--- src/rtl/branch_pkg.sv ---
// Shared encodings for the branch predictor: condition codes, 2-bit counter
// states and the saturating counter update used by the history table.
package branch_pkg;

    localparam logic [3:0] BR_NONE = 4'd0;
    localparam logic [3:0] BR_BEQ  = 4'd1;
    localparam logic [3:0] BR_BNE  = 4'd2;
    localparam logic [3:0] BR_BGEZ = 4'd3;
    localparam logic [3:0] BR_BLTZ = 4'd4;
    localparam logic [3:0] BR_BGTZ = 4'd5;
    localparam logic [3:0] BR_BLEZ = 4'd6;

    localparam logic [1:0] CNT_SNT   = 2'd0;
    localparam logic [1:0] CNT_WNT   = 2'd1;
    localparam logic [1:0] CNT_WT    = 2'd2;
    localparam logic [1:0] CNT_ST    = 2'd3;
    localparam logic [1:0] CNT_RESET = CNT_WNT;

    function automatic logic [1:0] cnt_next(input logic [1:0] cnt, input logic taken);
        logic [1:0] nxt;
        nxt = cnt;
        if (taken && cnt != CNT_ST) begin
            nxt = cnt + 2'd1;
        end else if (!taken && cnt != CNT_SNT) begin
            nxt = cnt - 2'd1;
        end
        return nxt;
    endfunction

endpackage

--- src/rtl/branch_hist_table.sv ---
// Table of 2-bit saturating counters with one asynchronous read port and one
// synchronous write port; reads never see a same-cycle write.
module branch_hist_table
    import branch_pkg::*;
#(
    parameter int ENTRIES = 64,
    parameter int IDX_W   = $clog2(ENTRIES)
) (
    input  logic             clk,
    input  logic             reset,
    input  logic [IDX_W-1:0] rd_idx,
    output logic [1:0]       rd_cnt,
    input  logic             wr_en,
    input  logic [IDX_W-1:0] wr_idx,
    input  logic             wr_taken
);

    logic [1:0] cnt_q [ENTRIES];
    logic [1:0] cnt_d [ENTRIES];

    always_comb begin
        cnt_d = cnt_q;
        if (wr_en) begin
            cnt_d[wr_idx] = cnt_next(cnt_q[wr_idx], wr_taken);
        end
    end

    always_ff @(posedge clk or negedge reset) begin
        if (!reset) begin
            for (int i = 0; i < ENTRIES; i++) begin
                cnt_q[i] <= CNT_RESET;
            end
        end else begin
            cnt_q <= cnt_d;
        end
    end

    assign rd_cnt = cnt_q[rd_idx];

endmodule

--- src/rtl/branch_predict_unit.sv ---
// Branch unit: fetch-time prediction from the history table, late resolution
// of the branch condition, redirect/flush generation and branch statistics.
module branch_predict_unit
    import branch_pkg::*;
#(
    parameter int DATA_W  = 32,
    parameter int ENTRIES = 64,
    parameter int IDX_LSB = 2,
    parameter int STAT_W  = 32
) (
    input  logic              clk,
    input  logic              reset,
    input  logic [DATA_W-1:0] pred_pc,
    output logic              pred_taken,
    input  logic              res_valid,
    input  logic              stall,
    input  logic [DATA_W-1:0] res_pc,
    input  logic [DATA_W-1:0] res_target,
    input  logic              res_pred,
    input  logic [3:0]        branch_op,
    input  logic [DATA_W-1:0] rs,
    input  logic [DATA_W-1:0] rt,
    output logic              res_taken,
    output logic              mispredict,
    output logic [DATA_W-1:0] redirect_pc,
    input  logic              stat_clr,
    output logic [STAT_W-1:0] branch_cnt,
    output logic [STAT_W-1:0] mispred_cnt
);

    localparam int IDX_W = $clog2(ENTRIES);

    logic [1:0]        pred_cnt;
    logic              cond_true;
    logic              op_valid;
    logic              effective;
    logic              rs_neg;
    logic              rs_zero;
    logic [STAT_W-1:0] branch_cnt_q, branch_cnt_d;
    logic [STAT_W-1:0] mispred_cnt_q, mispred_cnt_d;
    logic              pc_bits_unused;

    // Only the index slice of each PC reaches the table.
    assign pc_bits_unused = ^pred_pc;

    branch_hist_table #(
        .ENTRIES (ENTRIES),
        .IDX_W   (IDX_W)
    ) u_table (
        .clk      (clk),
        .reset    (reset),
        .rd_idx   (pred_pc[IDX_LSB +: IDX_W]),
        .rd_cnt   (pred_cnt),
        .wr_en    (effective),
        .wr_idx   (res_pc[IDX_LSB +: IDX_W]),
        .wr_taken (res_taken)
    );

    assign pred_taken = pred_cnt[1];
    assign rs_neg     = rs[DATA_W-1];
    assign rs_zero    = (rs == '0);

    always_comb begin
        cond_true = 1'b0;
        op_valid  = 1'b1;
        case (branch_op)
            BR_BEQ:  cond_true = (rs == rt);
            BR_BNE:  cond_true = (rs != rt);
            BR_BGEZ: cond_true = !rs_neg;
            BR_BLTZ: cond_true = rs_neg;
            BR_BGTZ: cond_true = !rs_neg && !rs_zero;
            BR_BLEZ: cond_true = rs_neg || rs_zero;
            default: op_valid  = 1'b0;
        endcase
    end

    assign res_taken   = cond_true && op_valid;
    assign effective   = res_valid && !stall && op_valid;
    assign mispredict  = effective && (res_taken != res_pred);
    // Not-taken resumes after the delay slot.
    assign redirect_pc = !res_valid ? '0 :
                         res_taken  ? res_target : res_pc + DATA_W'(8);

    always_comb begin
        branch_cnt_d  = branch_cnt_q;
        mispred_cnt_d = mispred_cnt_q;
        if (stat_clr) begin
            branch_cnt_d  = '0;
            mispred_cnt_d = '0;
        end else begin
            if (effective && branch_cnt_q != '1) begin
                branch_cnt_d = branch_cnt_q + STAT_W'(1);
            end
            if (mispredict && mispred_cnt_q != '1) begin
                mispred_cnt_d = mispred_cnt_q + STAT_W'(1);
            end
        end
    end

    always_ff @(posedge clk or negedge reset) begin
        if (!reset) begin
            branch_cnt_q  <= '0;
            mispred_cnt_q <= '0;
        end else begin
            branch_cnt_q  <= branch_cnt_d;
            mispred_cnt_q <= mispred_cnt_d;
        end
    end

    assign branch_cnt  = branch_cnt_q;
    assign mispred_cnt = mispred_cnt_q;

endmodule
--- config.mk ---
export PLATFORM = sky130hd
export DESIGN_NAME = branch_predict_unit
export DESIGN_NICKNAME = d
export VERILOG_FILES = /design/src/rtl/branch_pkg.sv /design/src/rtl/branch_hist_table.sv /design/src/rtl/branch_predict_unit.sv
export SDC_FILE = /design/constraint.sdc
export NUM_CORES = 1
export LEC_CHECK = 0
export CAP_MARGIN = 25
export CELL_PAD_IN_SITES_DETAIL_PLACEMENT = 2
export CELL_PAD_IN_SITES_GLOBAL_PLACEMENT = 2
export CORE_ASPECT_RATIO = 1.1
export CORE_MARGIN = 5
export CORE_UTILIZATION = 30
export CTS_BUF_LIST = sky130_fd_sc_hd__clkbuf_4 sky130_fd_sc_hd__clkbuf_8
export DETAILED_ROUTE_END_ITERATION = 8
export GPL_ROUTABILITY_DRIVEN = 0
export HOLD_SLACK_MARGIN = 0.15
export PLACE_DENSITY = 0.89
export RECOVER_POWER = 100
export SYNTH_ARGS = -nofsm -noshare
export SYNTH_HDL_FRONTEND = slang
export SYNTH_SLANG_ARGS = --single-unit
export TNS_END_PERCENT = 1
--- constraint.sdc ---
create_clock -name clk -period 5 [get_ports clk]
set_input_delay 0.5 -clock clk [delete_from_list [all_inputs] [get_ports clk]]
set_output_delay 0.5 -clock clk [all_outputs]
set_load 0.02 [all_outputs]
==> results.ini, run 1 <==
[run_status]
outcome = finished, violations left
violations = capacitance limit, slew limit

[synth]
syn-num-nets = 1406
syn_area_per_cell_um2 = 9.39
ys.flop_type = dfrtp_1
syn_area_mm2 = 0.0115
synthArstFlopShare = 1.00
synth_cells = 1228
synth.distinct_cells = 58
synth_edf_count = 0
synth_seq_cells = 192
synth_warnings = 0
yosysSeqAreaShare = 0.424

[clock_tree]
cts_resized = 0
clk_pin_slew_ps = 100
cts_num_sinks = 192
clk_path_buf_depth = 2
cts_made_buffers = 17
cts_root_buf = clkbuf_8
insertion_delay_ps = 510
postCtsSetupRepairBufs = 0
cts_tree = built
cts_max_level = 4

[pwr]
power.total_mw = 3.51
power.density_mw_per_mm2 = 236
power.leakage_nw = 5.98
ir_worst_vdd_mv = 0.150

[grt]
grt_max_degree = 123
grt_pass1_wl_um = 71900
first_global_vias = 12215
grt_antenna_before_repair = 1
grt_overflow_total = 0
grtUsageTotal = 0.214

[timing]
timing.fmax_mhz = 215
setup_violations = 0
hold_viol = 0
fin_setup_tns_ps = 0
finClkSkew_ps = 9.57
period_minus_slack_ps = 4660
slew_headroom = -0.719
whs_ps = 483
rsz0062_at_grt = false
worst_slew_pin_slew_ps = 2580
slew_violations = 139
layout_worst_path_cycle_share = 0.932

[routing]
dr.first_iter.drc_count = 635
vias = 10784
wl_per_cell_um = 23.5
vias_per_cell = 5.50
drtPass1Iterations = 4
drc_errors = 0
drt-total-wl_um = 46100
ant_nets = 0

[setup_path]
crit_path_start_kind = input port
endpoint_kind = output port
cp_max_fo = 15
r2r_start = u_table.cnt_q[117]$_DFFE_PN0P_
r2r-end = u_table.cnt_q[3]$_DFFE_PN0P_
required_ps = 4500
cp_data_arrival_time_ps = 4160
r2r_cells = 12
critical_path_class = in2out
reg2reg_slack_ps = 1210

[floorplan]
core_area_mm2 = 0.0381
start_util = 0.303
fp.dieArea_mm2 = 0.0425
io_pins = 269
die_x_um = 197
rows = 75
chipHeight_um = 216

[hold_path]
hold_path_class = reg2reg
hold_start = u_table.cnt_q[32]$_DFFE_PN1P_
worstHoldEndpoint = u_table.cnt_q[32]$_DFFE_PN1P_
hold_depth = 2

[final_layout]
layout_common_cells = 268 x nand2_1, 141 x o21ai_0, 140 x clkdlybuf4s50_1, 128 x dfrtp_1, 99 x dlygate4sd3_1
n_fill_cell = 4148
final_common_cell = nand2_1
fin_nets = 1625
regArea_mm2 = 0.00488
area_delta_synth_final_pct = 29.2
drive_gt1_frac = 0.130
utilization = 0.391
multi_input_area_mm2 = 0.00624

[flow_run]
cap_violations = 2

[place]
port_buffers = 242
dp_hpwl_um = 33400

[layer usage]
layer | vias up | global-route usage | routed length, µm
met3 | 98 | 0.0354 | 2390
li1 | 4806 | - | -
met2 | 336 | 0.392 | 24100
met4 | 0 | 0.0920 | 1820
met5 | - | 0 | 0
met1 | 5544 | 0.244 | 17800
[cells by family (layout without fill, tap and decap cells)]
kind of cell | after synthesis | count (layout) | synth area share
mux | 71 | 71 | 0.115
compound gates | 239 | 239 | 0.125
xor+xnor | 91 | 91 | 0.0698
simple gates | 539 | 539 | 0.222
fa+ha+maj | 8 | 8 | 0.00868
flops | 192 | 192 | 0.424
buf+inv | 88 | 320 | 0.0350
other cells | 0 | 1 | 0
[how the worst max path moves through the flow]
stage	cells after the start	slack, ps	from	endpoint
CTS	11	480	res_pc[5]	redirect_pc[30]
global placement	13	530	res_pc[2]	u_table.cnt_q[126]$_DFFE_PN1P_
detailed placement	13	300	res_pc[5]	u_table.cnt_q[126]$_DFFE_PN1P_
finish	11	340	res_pc[5]	redirect_pc[30]
global route	11	190	res_pc[5]	redirect_pc[30]
floorplan	5	1520	pred_pc[2]	pred_taken
[registers in the layout, summed over array words and instances, names as in the netlist]
name / flops
branch_cnt: 32
mispred_cnt: 32
u_table.cnt_q: 128
[cell usage after synthesis, drive strengths merged, types with 3 or more instances]
cell,instances,area share
xor2,37,0.028
a31o,4,0.0030
o41ai,3,0.0023
nand2,268,0.087
or2,4,0.0022
o211a,26,0.023
nand3,33,0.015
nand3b,4,0.0026
or3,12,0.0065
and3,25,0.014
buf,27,0.015
a31oi,4,0.0022
nand4,30,0.016
a21oi,34,0.015
mux2i,17,0.015
and2,8,0.0043
clkbuf,43,0.014
nor2,77,0.025
ha,8,0.0087
nand4b,6,0.0046
o31ai,4,0.0026
dfstp,64,0.15
xnor2,54,0.042
nor3,12,0.0052
o21ai,148,0.064
nor4,19,0.011
mux2,5,0.0049
nor3b,6,0.0039
mux4,49,0.096
or4,6,0.0039
inv,18,0.0059
dfrtp,128,0.28
nor2b,10,0.0054
and4,16,0.012
a21bo,4,0.0035
[stage by stage]
step | setup slack (ps) | area (µm²) | cells
global placement | 527 | 14500 | 1925
global route | 194 | 14900 | 1961
CTS | 476 | 14900 | 1958
finish | 338 | 14900 | 1961
floorplan | 1520 | 11500 | 1228
detailed placement | 304 | 14500 | 1925
[where the power goes]
part,internal (mW),switching [mW]
Combinational,0.276,0.375
Clock,0.607,0.598
Sequential,1.62,0.0360
Total,2.50,1.01
[critical path, stage by stage]
cell,delay (ps)
dlygate4sd3_1,1060
nand3_1,250
or2_0,390
nor3b_1,240
buf_4,160
and3_1,270
nand4_1,140
xor2_1,160
nand2_1,60
o211a_1,210
dlygate4sd3_1,690
[timing repair]
action                     in CTS  in global routing
hold endpoints to repair       15                  0
setup endpoints to repair       0                  0
hold buffers                    1                  0
[area by class of cell]
cell class	instances	share of cell area
sequential	192	0.328
multi-input combinational	948	0.419
inverter	18	0.00454
timing repair buffer	270	0.175
tap	500	0.0420
antenna	1	0.000168
clock inverter	14	0.0143
clock buffer	18	0.0166
No activity file was read; power rests on OpenSTA's default activity.
==> inputs of run 2 (changes only) <==
--- a/config.mk
+++ b/config.mk
@@ -9,7 +9,7 @@
 export CELL_PAD_IN_SITES_DETAIL_PLACEMENT = 2
 export CELL_PAD_IN_SITES_GLOBAL_PLACEMENT = 2
 export CORE_ASPECT_RATIO = 1.1
-export CORE_MARGIN = 5
+export CORE_MARGIN = 2
 export CORE_UTILIZATION = 30
 export CTS_BUF_LIST = sky130_fd_sc_hd__clkbuf_4 sky130_fd_sc_hd__clkbuf_8
 export DETAILED_ROUTE_END_ITERATION = 8
==> results.ini, run 2 (synthesis gave the netlist of run 1 again) <==
[hold_path]
hold_path_class = reg2reg  ; unchanged
hold_start = u_table.cnt_q[6]$_DFFE_PN1P_  ; was u_table.cnt_q[32]$_DFFE_PN1P_
hold_depth = 2  ; unchanged

[final_layout]
top_register = u_table.cnt_q  ; unchanged
largest_reg_flops = 128  ; unchanged
final_common_cell = nand2_1  ; unchanged
area_delta_synth_final_pct = 29.9  ; was 29.2%
fin_nets = 1628  ; was 1625
layout_common_cells = 268 x nand2_1, 143 x o21ai_0, 139 x clkdlybuf4s50_1, 128 x dfrtp_1, 100 x dlygate4sd3_1  ; was 268 x nand2_1, 141 x o21ai_0, 140 x clkdlybuf4s50_1, 128 x dfrtp_1, 99 x dlygate4sd3_1
drive_gt1_frac = 0.134  ; was 0.130

[floorplan]
die_x_um = 191  ; was 197 µm
rows = 75  ; unchanged
core_area_mm2 = 0.0380  ; was 0.0381 mm²
start_util = 0.303  ; about the same
fp.dieArea_mm2 = 0.0400  ; was 0.0425 mm²
chipHeight_um = 210  ; was 216 µm
io_pins = 269  ; unchanged

[routing]
drt-total-wl_um = 44600  ; was 46100 µm
dr.first_iter.drc_count = 456  ; was 635
vias_per_cell = 5.43  ; was 5.50
wl_per_cell_um = 22.7  ; was 23.5 µm
ant_nets = 0  ; unchanged
vias = 10658  ; was 10784
drc_errors = 0  ; unchanged
drtPass1Iterations = 5  ; was 4

[grt]
grt_overflow_total = 0  ; unchanged
grtUsageTotal = 0.226  ; was 0.214
grt_pass1_wl_um = 70100  ; was 71900 µm
first_global_vias = 12055  ; was 12215
grt_max_degree = 121  ; was 123
grt_antenna_before_repair = 1  ; unchanged

[timing]
fin_setup_tns_ps = 0  ; unchanged
slew_violations = 104  ; was 139
setup_violations = 0  ; unchanged
period_minus_slack_ps = 4440  ; was 4660 ps
layout_worst_path_cycle_share = 0.887  ; was 0.932
worst_slew_pin_slew_ps = 2770  ; was 2580 ps
timing.fmax_mhz = 225  ; was 215 MHz
whs_ps = 485  ; was 483 ps
finClkSkew_ps = 18.4  ; was 9.57 ps
slew_headroom = -0.848  ; was -0.719
rsz0062_at_grt = false  ; unchanged
hold_viol = 0  ; unchanged

[pwr]
ir_worst_vdd_mv = 0.173  ; was 0.150 mV
clockPowerShare = 0.363  ; was 0.343
p_sw_frac = 0.278  ; was 0.287
power.density_mw_per_mm2 = 241  ; was 236 mW/mm²
switching_power_mw = 1.01  ; about the same
power.leakage_nw = 6.02  ; was 5.98 nW
power_frac_comb = 0.179  ; was 0.185
power.internal_mw = 2.61  ; was 2.50 mW
power_frac_seq = 0.458  ; was 0.472

[setup_path]
r2r-end = u_table.cnt_q[115]$_DFFE_PN0P_  ; was u_table.cnt_q[3]$_DFFE_PN0P_
critical_path_class = in2out  ; unchanged
crit_start = rs[17]  ; was res_pc[5]
crit_path_cell_trace = dlygate4sd3_1, nor4_1, nand4_1, o21bai_1, mux2i_1, and3_2, buf_4, nand2_1, o211a_1, dlygate4sd3_1  ; was dlygate4sd3_1, nand3_1, or2_0, nor3b_1, buf_4, and3_1, nand4_1, xor2_1, nand2_1, o211a_1, dlygate4sd3_1
cp_data_arrival_time_ps = 3940  ; was 4160 ps
r2r_cells = 10  ; was 12
cp_top_family = buffers and inverters  ; unchanged
reg2reg_slack_ps = 1480  ; was 1210 ps
path_buf_inv = 3  ; unchanged
endpoint_kind = output port  ; unchanged
r2r_start = u_table.cnt_q[36]$_DFFE_PN1P_  ; was u_table.cnt_q[117]$_DFFE_PN0P_
endpoint = redirect_pc[23]  ; was redirect_pc[30]
cpMaxStageDelayCell = dlygate4sd3_1  ; unchanged
required_ps = 4500  ; about the same
slowest_delay_ps = 670  ; was 1060 ps
cp.depth = 10  ; was 11
path_common_cell = dlygate4sd3_1  ; unchanged
crit_path_start_kind = input port  ; unchanged
cp_max_fo = 53  ; was 15

[clock_tree]
insertion_delay_ps = 520  ; was 510 ps
cts_tree = built  ; unchanged
cts_made_buffers = 17  ; unchanged
cts_max_level = 4  ; unchanged
postCtsSetupRepairBufs = 0  ; unchanged
cts_num_sinks = 192  ; unchanged
clk_pin_slew_ps = 100  ; about the same
cts_root_buf = clkbuf_8  ; unchanged
clk_path_buf_depth = 2  ; unchanged

[run_status]
violations = capacitance limit, slew limit  ; unchanged
outcome = finished, violations left  ; unchanged

[place]
port_buffers = 242  ; unchanged
dp_hpwl_um = 31700  ; was 33400 µm

[flow_run]
cap_violations = 1  ; was 2

-- run 2: power groups by stage --
| stage | Combinational [mW] | Sequential, mW | Clock [mW] |
|---|---|---|---|
| final | 0.648 | 1.66 | 1.31 |
| after global routing | 0.703 | 1.66 | 1.40 |
| after CTS | 0.675 | 1.66 | 1.34 |
| after detailed placement | 0.667 | 1.68 | 0 |
| after global placement | 0.647 | 1.68 | 0 |
| after floorplan | 0.337 | 1.67 | 0 |
-- run 2: layer usage --
layer,part of all wire,vias up,track usage
met5,0,-,0
met4,0.035,0,0.0941
met3,0.056,89,0.0522
met2,0.53,320,0.415
met1,0.38,5439,0.249
li1,-,4810,-
-- run 2: per-stage QoR --
step | cell area, µm² | worst slack (ps) | total power [mW] | util | instances
6_report | 15000 | 565 | 3.62 | 0.394 | 1964
5_1_grt | 15000 | 205 | 3.76 | 0.394 | 1964
4_1_cts | 15000 | 698 | 3.67 | 0.395 | 1960
3_5_place_dp | 14500 | 702 | 2.35 | 0.382 | 1928
3_3_place_gp | 14500 | 701 | 2.32 | 0.382 | 1928
2_1_floorplan | 11500 | 1520 | 2.01 | - | 1228
-- run 2: worst min-delay path by stage --
stage	end	slack (ps)
final	u_table.cnt_q[6]$_DFFE_PN1P_	490
after global routing	u_table.cnt_q[6]$_DFFE_PN1P_	500
after detailed placement	u_table.cnt_q[22]$_DFFE_PN1P_	460
after CTS	branch_cnt[20]$_DFFE_PN0P_	160
after floorplan	branch_cnt[0]$_DFFE_PN0P_	200
after global placement	u_table.cnt_q[10]$_DFFE_PN1P_	450
-- run 2: layout make-up --
cell class / instances / area [µm²]
Tap cell: 500 / 626
Fill cell: 4077 / 23000
Timing Repair Buffer: 273 / 2660
Multi-Input combinational cell: 948 / 6240
Clock inverter: 14 / 260
Sequential cell: 192 / 4880
Antenna cell: 1 / 2.50
Clock buffer: 18 / 248
Inverter: 18 / 67.6
-- run 2: worst min-delay path: stages (launching register included) --
cell	delay [ps]
dfstp_2	390
nand2_1	50
o21ai_1	50
-- run 2: timing repair --
item,in CTS,in global routing
setup endpoints to repair,0,0
gates resized for setup,0,0
hold buffers,0,1
endpoints found under the hold margin,0,16
==> inputs of run 3 (changes only) <==
--- a/config.mk
+++ b/config.mk
@@ -13,9 +13,10 @@
 export CORE_UTILIZATION = 30
 export CTS_BUF_LIST = sky130_fd_sc_hd__clkbuf_4 sky130_fd_sc_hd__clkbuf_8
 export DETAILED_ROUTE_END_ITERATION = 8
+export DONT_BUFFER_PORTS = 1
 export GPL_ROUTABILITY_DRIVEN = 0
 export HOLD_SLACK_MARGIN = 0.15
-export PLACE_DENSITY = 0.89
+export PLACE_DENSITY = 0.74
 export RECOVER_POWER = 100
 export SYNTH_ARGS = -nofsm -noshare
 export SYNTH_HDL_FRONTEND = slang
==> results.ini, run 3 (synthesis gave the netlist of run 1 again) <==
[setup_path]
critical_path_class = reg2reg  ; was in2out
crit_path_cell_trace = mux4_2, or2_0, o211ai_1, o41ai_1, nor4b_1, inv_2, ha_1, a31oi_1, nor2_1, a21boi_0, buf_12, o21ai_0  ; was dlygate4sd3_1, nor4_1, nand4_1, o21bai_1, mux2i_1, and3_2, buf_4, nand2_1, o211a_1, dlygate4sd3_1
cp_data_arrival_time_ps = 4370  ; was 3940 ps
slowest_delay_ps = 960  ; was 670 ps
cpMaxStageDelayCell = nor4b_1  ; was dlygate4sd3_1
cp_max_fo = 64  ; was 53
required_ps = 5380  ; was 4500 ps
endpoint_kind = flip-flop  ; was output port
crit_path_start_kind = flip-flop  ; was input port

[grt]
grt_antenna_before_repair = 0  ; was 1
grtUsageTotal = 0.206  ; was 0.226
first_global_vias = 10516  ; was 12055
grt_pass1_wl_um = 62600  ; was 70100 µm
grt_max_degree = 193  ; was 121
grt_overflow_total = 0  ; unchanged

[routing]
drtPass1Iterations = 5  ; unchanged
wl_per_cell_um = 24.0  ; was 22.7 µm
vias_per_cell = 5.63  ; was 5.43
drc_errors = 0  ; unchanged
vias = 9592  ; was 10658
ant_nets = 0  ; unchanged
drt-total-wl_um = 40900  ; was 44600 µm
dr.first_iter.drc_count = 495  ; was 456

[timing]
timing.fmax_mhz = 251  ; was 225 MHz
worst_slew_pin_slew_ps = 2880  ; was 2770 ps
rsz0062_at_grt = false  ; unchanged
layout_worst_path_cycle_share = 0.797  ; was 0.887
fin_setup_tns_ps = 0  ; unchanged
period_minus_slack_ps = 3990  ; was 4440 ps
slew_violations = 193  ; was 104
slew_headroom = -0.917  ; was -0.848
finClkSkew_ps = 21.3  ; was 18.4 ps
setup_violations = 0  ; unchanged
hold_viol = 0  ; unchanged

[final_layout]
final_common_cell = nand2_1  ; unchanged
antenna_cells = 0  ; was 1
fin_nets = 1369  ; was 1628
area_delta_synth_final_pct = 6.83  ; was 29.9%
drive_gt1_frac = 0.143  ; was 0.134
layout_common_cells = 268 x nand2_1, 144 x o21ai_0, 128 x dfrtp_1, 77 x nor2_1, 64 x dfstp_2  ; was 268 x nand2_1, 143 x o21ai_0, 139 x clkdlybuf4s50_1, 128 x dfrtp_1, 100 x dlygate4sd3_1
largest_reg_flops = 128  ; unchanged
top_register = u_table.cnt_q  ; unchanged
utilization = 0.324  ; was 0.394

[pwr]
power.density_mw_per_mm2 = 254  ; was 241 mW/mm²
power.total_mw = 3.14  ; was 3.62 mW
ir_worst_vdd_mv = 0.181  ; was 0.173 mV
power.leakage_nw = 4.69  ; was 6.02 nW

[place]
port_buffers = 0  ; was 242
dp_hpwl_um = 28500  ; was 31700 µm

[floorplan]
fp.dieArea_mm2 = 0.0400  ; unchanged
start_util = 0.303  ; unchanged
chipHeight_um = 210  ; unchanged
core_area_mm2 = 0.0380  ; unchanged
io_pins = 269  ; unchanged
die_x_um = 191  ; unchanged
rows = 75  ; unchanged

[clock_tree]
cts_tree = built  ; unchanged
clk_path_buf_depth = 2  ; unchanged
cts_resized = 0  ; unchanged
cts_max_level = 4  ; unchanged
cts_made_buffers = 17  ; unchanged
insertion_delay_ps = 520  ; about the same
postCtsSetupRepairBufs = 0  ; unchanged
cts_num_sinks = 192  ; unchanged
clk_pin_slew_ps = 100  ; about the same
cts_root_buf = clkbuf_8  ; unchanged

[hold_path]
hold_path_class = in2reg  ; was reg2reg

[flow_run]
cap_violations = 1  ; unchanged

[run_status]
outcome = finished, violations left  ; unchanged
violations = capacitance limit, slew limit  ; unchanged

==> run 3: changes by cell type in the layout (fill, tap and decap cells not counted), moves of 2 or more <==
cell	previous run	this run
clkdlybuf4s50_1	139	0
dlygate4sd3_1	100	1
buf_4	22	4
bufinv_16	7	2
buf_2	3	0
clkbuf_4	0	3
clkinv_2	2	4
==> run 3: critical path: cells and delay by family (launching register included) <==
| kind | cells | cell delay (ps) |
|---|---|---|
| mux | 1 | 460 |
| fa+ha+maj | 1 | 250 |
| compound gates | 5 | 1050 |
| buf+inv | 2 | 370 |
| flops | 1 | 420 |
| simple gates | 3 | 1250 |
==> run 3: per-stage QoR <==
| stage | hold slack (ps) | instance area, µm² | cells | setup slack (ps) |
|---|---|---|---|---|
| 2_1_floorplan | 204 | 11500 | 1228 | 1520 |
| 3_3_place_gp | 212 | 11900 | 1669 | 1380 |
| 3_5_place_dp | 210 | 11900 | 1669 | 1340 |
| 4_1_cts | 209 | 12400 | 1703 | 1400 |
| 5_1_grt | 222 | 12300 | 1703 | 796 |
| 6_report | 237 | 12300 | 1703 | 1010 |
==> run 3: metal layers <==
layer	track usage	routed length, µm	vias up
met2	0.372	21100	285
met5	0	0	-
li1	-	-	4298
met3	0.0493	2830	58
met1	0.234	15700	4951
met4	0.0754	1200	0
==> run 3: where the power goes <==
group / total, mW / internal (mW) / switching (mW)
clock network: 1.06 / 0.476 / 0.583
logic: 0.421 / 0.151 / 0.271
registers: 1.65 / 1.62 / 0.0336
==> run 3: worst paths after layout <==
check	startpoint	to	slack (ps)	cells after the start
hold / removal	stat_clr	mispred_cnt[22]$_DFFE_PN0P_	240	2
min in group asynchronous	reset	branch_cnt[16]$_DFFE_PN0P_	1260	2
setup / recovery	u_table.cnt_q[107]$_DFFE_PN0P_	u_table.cnt_q[23]$_DFFE_PN0P_	1010	12
max in group asynchronous	reset	branch_cnt[24]$_DFFE_PN0P_	1730	2
hold reg to reg	u_table.cnt_q[32]$_DFFE_PN1P_	u_table.cnt_q[32]$_DFFE_PN1P_	470	2
setup reg to reg	u_table.cnt_q[107]$_DFFE_PN0P_	u_table.cnt_q[23]$_DFFE_PN0P_	1010	12
==> run 3: final cells by class <==
type | count | area (µm²)
clock inverters | 10 | 113
flip-flops and latches | 192 | 4880
inverters | 18 | 67.6
repair buffers | 14 | 135
fillers | 4189 | 25700
well taps | 500 | 626
multi-input cells | 948 | 6220
clock buffers | 21 | 277
==> run 3: timing repair <==
| action | CTS | global route |
|---|---|---|
| hold endpoints to repair | 252 | 0 |
| hold buffers | 3 | 0 |
| setup endpoints to repair | 0 | 0 |
